===== src/rtl/draw_menu_char.sv =====
// Text-menu overlay: draws a COLS x ROWS glyph box and highlights the selected item row.
// Optional blinking highlight enabled by defining MENU_BLINK_EN.
`ifndef VGA_BUS_SIZE
`define VGA_BUS_SIZE 38
`endif

module draw_menu_char #(
   parameter int          XPOS            = 100,
   parameter int          YPOS            = 250,
   parameter int          COLS            = 16,
   parameter int          ROWS            = 16,
   parameter int          ITEM_COUNT      = 2,
   parameter int          FIRST_ITEM_ROW  = 0,
   parameter int          ITEM_ROW_STRIDE = 6,
   parameter int          WRAP            = 1,
   parameter logic [11:0] TEXT_COLOR      = 12'hfff,
   parameter logic [11:0] SEL_COLOR       = 12'hff0,
   parameter int          BLINK_FRAMES    = 30,
   localparam int         IDX_W           = (ITEM_COUNT > 1) ? $clog2(ITEM_COUNT) : 1
) (
   input  logic                     pclk,
   input  logic                     rst,
   input  logic [`VGA_BUS_SIZE-1:0] vga_in,
   input  logic [7:0]               char_pixels,
   input  logic                     enable,
   input  logic                     btn_up,
   input  logic                     btn_down,
   input  logic                     btn_ok,
   output logic [7:0]               char_xy,
   output logic [3:0]               char_line,
   output logic [IDX_W-1:0]         sel_idx,
   output logic                     sel_valid,
   output logic [`VGA_BUS_SIZE-1:0] vga_out
);

   // Bus layout: {vcount[10:0], vsync, vblnk, hcount[10:0], hsync, hblnk, rgb[11:0]}
   logic [10:0]      w_hcount, w_vcount, w_hc, w_vc;
   logic             w_vsync, w_in_box, w_row_match, w_hl_on, w_vs_rise;
   logic             w_up_e, w_dn_e, w_ok_e, w_move_up, w_move_dn, w_lit;
   logic [IDX_W-1:0] w_sel_nxt;

   logic             r_up_prev, r_dn_prev, r_ok_prev, r_vs_prev;
   logic [IDX_W-1:0] r_sel_idx, r_disp_idx;
   logic             r_sel_valid;

   logic [`VGA_BUS_SIZE-1:0] r_vga_d1, r_vga_d2, r_vga_out;
   logic             r_inbox_d1, r_inbox_d2, r_hl_d1, r_hl_d2, r_en_d1, r_en_d2;
   logic [2:0]       r_px_d1, r_px_d2;
   logic [7:0]       r_char_xy;
   logic [3:0]       r_char_line;

   always_comb begin
      w_hcount  = vga_in[24:14];
      w_vcount  = vga_in[37:27];
      w_vsync   = vga_in[26];
      w_hc      = w_hcount - 11'(XPOS);
      w_vc      = w_vcount - 11'(YPOS);
      w_in_box  = (32'(w_hcount) >= 32'(XPOS)) && (32'(w_hcount) < 32'(XPOS + 8*COLS)) &&
                  (32'(w_vcount) >= 32'(YPOS)) && (32'(w_vcount) < 32'(YPOS + 16*ROWS));
      w_row_match = (32'(w_vc[7:4]) ==
                     32'(FIRST_ITEM_ROW) + 32'(r_disp_idx) * 32'(ITEM_ROW_STRIDE));
      w_vs_rise = w_vsync & ~r_vs_prev;
      w_up_e    = enable & btn_up   & ~r_up_prev;
      w_dn_e    = enable & btn_down & ~r_dn_prev;
      w_ok_e    = enable & btn_ok   & ~r_ok_prev;
      w_move_up = w_up_e & ~w_dn_e;
      w_move_dn = w_dn_e & ~w_up_e;
   end

   always_comb begin
      w_sel_nxt = r_sel_idx;
      if (w_move_up) begin
         if (r_sel_idx == '0)
            w_sel_nxt = (WRAP != 0) ? IDX_W'(ITEM_COUNT - 1) : '0;
         else
            w_sel_nxt = r_sel_idx - 1'b1;
      end else if (w_move_dn) begin
         if (32'(r_sel_idx) >= 32'(ITEM_COUNT - 1))
            w_sel_nxt = (WRAP != 0) ? '0 : r_sel_idx;
         else
            w_sel_nxt = r_sel_idx + 1'b1;
      end
   end

`ifdef MENU_BLINK_EN
   logic [15:0] r_blink_cnt;
   logic        r_blink_on, r_force_on;

   // A move restarts the blink cycle; the ON phase is forced at the frame commit.
   always_ff @(posedge pclk or posedge rst) begin
      if (rst) begin
         r_blink_cnt <= '0;
         r_blink_on  <= 1'b1;
         r_force_on  <= 1'b0;
      end else if (w_sel_nxt != r_sel_idx) begin
         r_blink_cnt <= '0;
         r_force_on  <= 1'b1;
      end else if (w_vs_rise) begin
         if (r_force_on) begin
            r_blink_on  <= 1'b1;
            r_blink_cnt <= '0;
            r_force_on  <= 1'b0;
         end else if (32'(r_blink_cnt) >= 32'(BLINK_FRAMES - 1)) begin
            r_blink_cnt <= '0;
            r_blink_on  <= ~r_blink_on;
         end else begin
            r_blink_cnt <= r_blink_cnt + 16'd1;
         end
      end
   end

   assign w_hl_on = r_blink_on;
`else
   assign w_hl_on = 1'b1;
`endif

   always_ff @(posedge pclk or posedge rst) begin
      if (rst) begin
         r_up_prev   <= 1'b0;
         r_dn_prev   <= 1'b0;
         r_ok_prev   <= 1'b0;
         r_vs_prev   <= 1'b0;
         r_sel_idx   <= '0;
         r_disp_idx  <= '0;
         r_sel_valid <= 1'b0;
      end else begin
         r_up_prev   <= btn_up;
         r_dn_prev   <= btn_down;
         r_ok_prev   <= btn_ok;
         r_vs_prev   <= w_vsync;
         r_sel_idx   <= w_sel_nxt;
         r_sel_valid <= w_ok_e;
         // Highlight follows the cursor only at frame start to avoid tearing.
         if (w_vs_rise)
            r_disp_idx <= r_sel_idx;
      end
   end

   always_comb begin
      w_lit = r_en_d2 & ~r_vga_d2[12] & ~r_vga_d2[25] & r_inbox_d2 &
              char_pixels[3'd7 - r_px_d2];
   end

   always_ff @(posedge pclk or posedge rst) begin
      if (rst) begin
         r_vga_d1    <= '0;
         r_vga_d2    <= '0;
         r_vga_out   <= '0;
         r_inbox_d1  <= 1'b0;
         r_inbox_d2  <= 1'b0;
         r_hl_d1     <= 1'b0;
         r_hl_d2     <= 1'b0;
         r_en_d1     <= 1'b0;
         r_en_d2     <= 1'b0;
         r_px_d1     <= '0;
         r_px_d2     <= '0;
         r_char_xy   <= '0;
         r_char_line <= '0;
      end else begin
         r_vga_d1    <= vga_in;
         r_inbox_d1  <= w_in_box;
         r_hl_d1     <= w_row_match & w_hl_on;
         r_en_d1     <= enable;
         r_px_d1     <= w_hc[2:0];
         r_char_xy   <= w_in_box ? {w_vc[7:4], w_hc[6:3]} : 8'h00;
         r_char_line <= w_in_box ? w_vc[3:0] : 4'h0;
         r_vga_d2    <= r_vga_d1;
         r_inbox_d2  <= r_inbox_d1;
         r_hl_d2     <= r_hl_d1;
         r_en_d2     <= r_en_d1;
         r_px_d2     <= r_px_d1;
         r_vga_out   <= {r_vga_d2[37:12],
                         w_lit ? (r_hl_d2 ? SEL_COLOR : TEXT_COLOR) : r_vga_d2[11:0]};
      end
   end

   assign char_xy   = r_char_xy;
   assign char_line = r_char_line;
   assign sel_idx   = r_sel_idx;
   assign sel_valid = r_sel_valid;
   assign vga_out   = r_vga_out;

endmodule


===== config.mk =====
export PLATFORM = sky130hd
export DESIGN_NAME = draw_menu_char
export DESIGN_NICKNAME = d
export VERILOG_FILES = /design/src/rtl/draw_menu_char.sv
export SDC_FILE = /design/constraint.sdc
export NUM_CORES = 1
export LEC_CHECK = 0
export ABC_AREA = 0
export BUFFER_PORTS_ARGS = -buffer_cell sky130_fd_sc_hd__buf_2
export CORE_UTILIZATION = 40
export CTS_CLUSTER_DIAMETER = 200
export DETAILED_ROUTE_END_ITERATION = 16
export GPL_TIMING_DRIVEN = 0
export HOLD_SLACK_MARGIN = 0.03
export PLACE_DENSITY_LB_ADDON = 0.25
export SYNTH_ARGS = -nofsm -noshare
export SYNTH_HDL_FRONTEND = slang
export SYNTH_SLANG_ARGS = --single-unit

===== constraint.sdc =====
create_clock -name pclk -period 3.4 [get_ports pclk]
set_input_delay 0 -clock pclk [delete_from_list [all_inputs] [get_ports pclk]]
set_output_delay 0 -clock pclk [all_outputs]
set_load 0.02 [all_outputs]

==> out/qor.csv <==
metric,value,unit
Worst Tran Pin Value,0.431,ns
Pre-Repair DR Iteration Count,4,
first-pass GRT wire length,12300,µm
CP Capture Type,register,
Post-layout nets,454,
pin count of the biggest net entering global routing,43,
slowest CP cell,mux4_2,
clock sink count,140,
DRC,0,
run status,"finished, final reports clean",
GP Congestion,0.708,
"commonest non-fill, non-tap cell in the layout",dfrtp_1,
PD cells,629,nW/µm²
dominant synthesized flop cell,dfrtp_1,
unrepaired setup endpoints after global routing,no,
final hold vios,0,
Post-synth EDFFs,0,
ANT nets after route,0,
Setup-failing EPs final,0,
chip width,105,µm
I/O pins,104,
Netlist cell types,38,
Mapped Nets,284,
Total Power,3.77,mW
"Largest delay share family, worst path",multiplexers,
CP required,3.79,ns
fin. max-slew vios,0,
hold path cells,2,
pre-CTS setup slack,1.69,ns
Sequential Area,3500,µm²
Worst VDD drop,318,µV
max cap viols,0,
FF-to-FF path depth,4,
"slowest stage delay, CP",0.55,ns
clk_skew,0.00457,ns
CTS tree,yes,
Worst-Skew Late Latency,0.50,ns
DP Area,4980,µm²
crit-path cells,mux4_2 -> mux2i_4 -> nor2_2 -> or2_1,
port bufs,103,
layout cell share with drive strength beyond 1,38.7,%
starting density of the core,40.9,%
Mapped Avg Cell Area,18.4,µm²
Die Area,10900,µm²
Vias/cell,4.33,
Final Cycle Share,50.3,%
crit-path max FO,9,
CTS H-tree lvls,4,
Area Overhead vs Synth,42.4,%
core area,10300,µm²
Synth Warn #,0,
ANT cells,0,
Slew Limit Headroom,71.3,%
setup_tns,0,ns
GR Util All Layers,15.2,%
WHS,0.139,ns
Initial DRC Count,83,
die height,105,µm
Finished Cell Area,5990,µm²
total wire length,7400,µm
ys async rst share,100,%
Buf/Inv on CP,0,
initial antenna violation count,0,
total number of vias,2371,
Hold WC Path Type,in2reg,
post-synthesis sequential area ratio,83.3,%
CP arrival,2.10,ns
minimum clock period,1.71,ns
HPWL Detailed,4650,µm
Leak,2.81,nW
cell depth of the worst setup path,4,
vias in the first global route,2488,
CTS root buf,clkbuf_8,
GRT Residual Overflow,0,
Avg WL per Cell,13.5,µm
Row Count,37,
Cells after Synth,228,
Yosys reg bits,140,
synthesized cell area,4210,µm²
Setup crit start kind,register,
total CTS buffers,17,
Peak Freq,585,MHz
"Reg clk slew, reported paths",0.06,ns
multi-input logic area,657,µm²
worst path setup slack after routing,1.69,ns
crit path kind,reg2reg,
"commonest cells after routing, fill and taps aside","dfrtp_1, buf_2, dlygate4sd3_1, clkbuf_16, or2_1",
fill count,826,
worst-case clock buffer depth,2,
[worst register-to-register path, cell delays in order (launching register included)]
cell	delay [ns]
dfrtp_1	0.41
mux4_2	0.55
mux2i_4	0.29
nor2_2	0.12
or2_1	0.23
[cells by family (layout without fill, tap and decap cells)]
logic type	count (synthesis)	after routing	synth area share [%]
compound gates	16	16	2.71
mux	4	4	1.87
buf+inv	10	193	1.10
flops	140	140	83.3
simple gates	45	45	7.97
fa+ha+maj	4	4	1.19
xor+xnor	9	9	1.87
[final cells by class]
| cell class | instances | share of cell area, % |
|---|---|---|
| flip-flops and latches | 140 | 58.5 |
| clock inverters | 13 | 2.38 |
| repair buffers | 151 | 17.4 |
| clock buffers | 19 | 7.04 |
| plain buffers | 4 | 0.397 |
| multi-input cells | 78 | 11.0 |
| well taps | 136 | 2.84 |
| inverters | 6 | 0.439 |
[where the power goes]
| group | internal (mW) | switching, mW |
|---|---|---|
| Combinational | 0.121 | 0.142 |
| Clock | 1.05 | 0.673 |
| Sequential | 1.76 | 0.0322 |
[per-layer routing]
layer / GRT usage [%] / vias up / share of wire [%] / wire, µm
met5: 0 / - / 0 / 0
met4: 6.43 / 0 / 1.6 / 115
met3: 5.80 / 11 / 4.6 / 343
met2: 23.8 / 73 / 50 / 3690
met1: 18.7 / 1179 / 44 / 3250
li1: - / 1108 / - / -
[synthesized netlist by cell type (all sizes together) (3+ instances only)]
cell type,n,area share (%)
dfrtp,140,83
ha,4,1.2
inv,6,0.54
nand2,6,0.54
nor2,4,0.42
nor3,6,1.4
nor4,6,1.3
o21ai,6,0.71
o31ai,5,0.89
or2,8,1.2
xnor2,6,1.2
xor2,3,0.62
[sequential cells by signal, indices dropped and copies added (netlist names)]
signal      cells
r_px_d2         3
r_px_d1         3
r_en_d1         1
r_up_prev       1
r_vga_d1       36
sel_idx         1
r_hl_d1         1
sel_valid       1
r_inbox_d1      1
vga_out        38
char_line       4
char_xy         8
r_inbox_d2      1
r_disp_idx      1
r_dn_prev       1
r_ok_prev       1
r_vga_d2       36
r_hl_d2         1
r_en_d2         1
[what timing repair did]
action,CTS,global route
buffers inserted,0,0
gates resized for setup,0,0
endpoints found under the hold margin,200,0
hold buffers,44,0
[through the flow]
| step | utilization [%] | std cells |
|---|---|---|
| 3_5_place_dp | 48.5 | 471 |
| 2_1_floorplan | - | 228 |
| 3_3_place_gp | 47.6 | 467 |
| 6_report | 58.3 | 547 |
| 4_1_cts | 58.3 | 547 |
| 5_1_grt | 58.3 | 547 |
[path summary, 6_finish.rpt]
path / slack, ns / start / endpoint
max in group asynchronous: 2.15 / rst / r_vga_d2[29]$_DFF_PP0_
worst min register to register: 0.34 / r_vga_d1[5]$_DFF_PP0_ / r_vga_d2[5]$_DFF_PP0_
worst max-delay path: 1.69 / r_px_d2[0]$_DFF_PP0_ / vga_out[7]$_DFF_PP0_
min in group asynchronous: 0.56 / rst / vga_out[18]$_DFF_PP0_
worst min-delay path: 0.14 / vga_in[2] / r_vga_d1[2]$_DFF_PP0_
worst max register to register: 1.69 / r_px_d2[0]$_DFF_PP0_ / vga_out[7]$_DFF_PP0_
(Power assumes the default switching activity.)
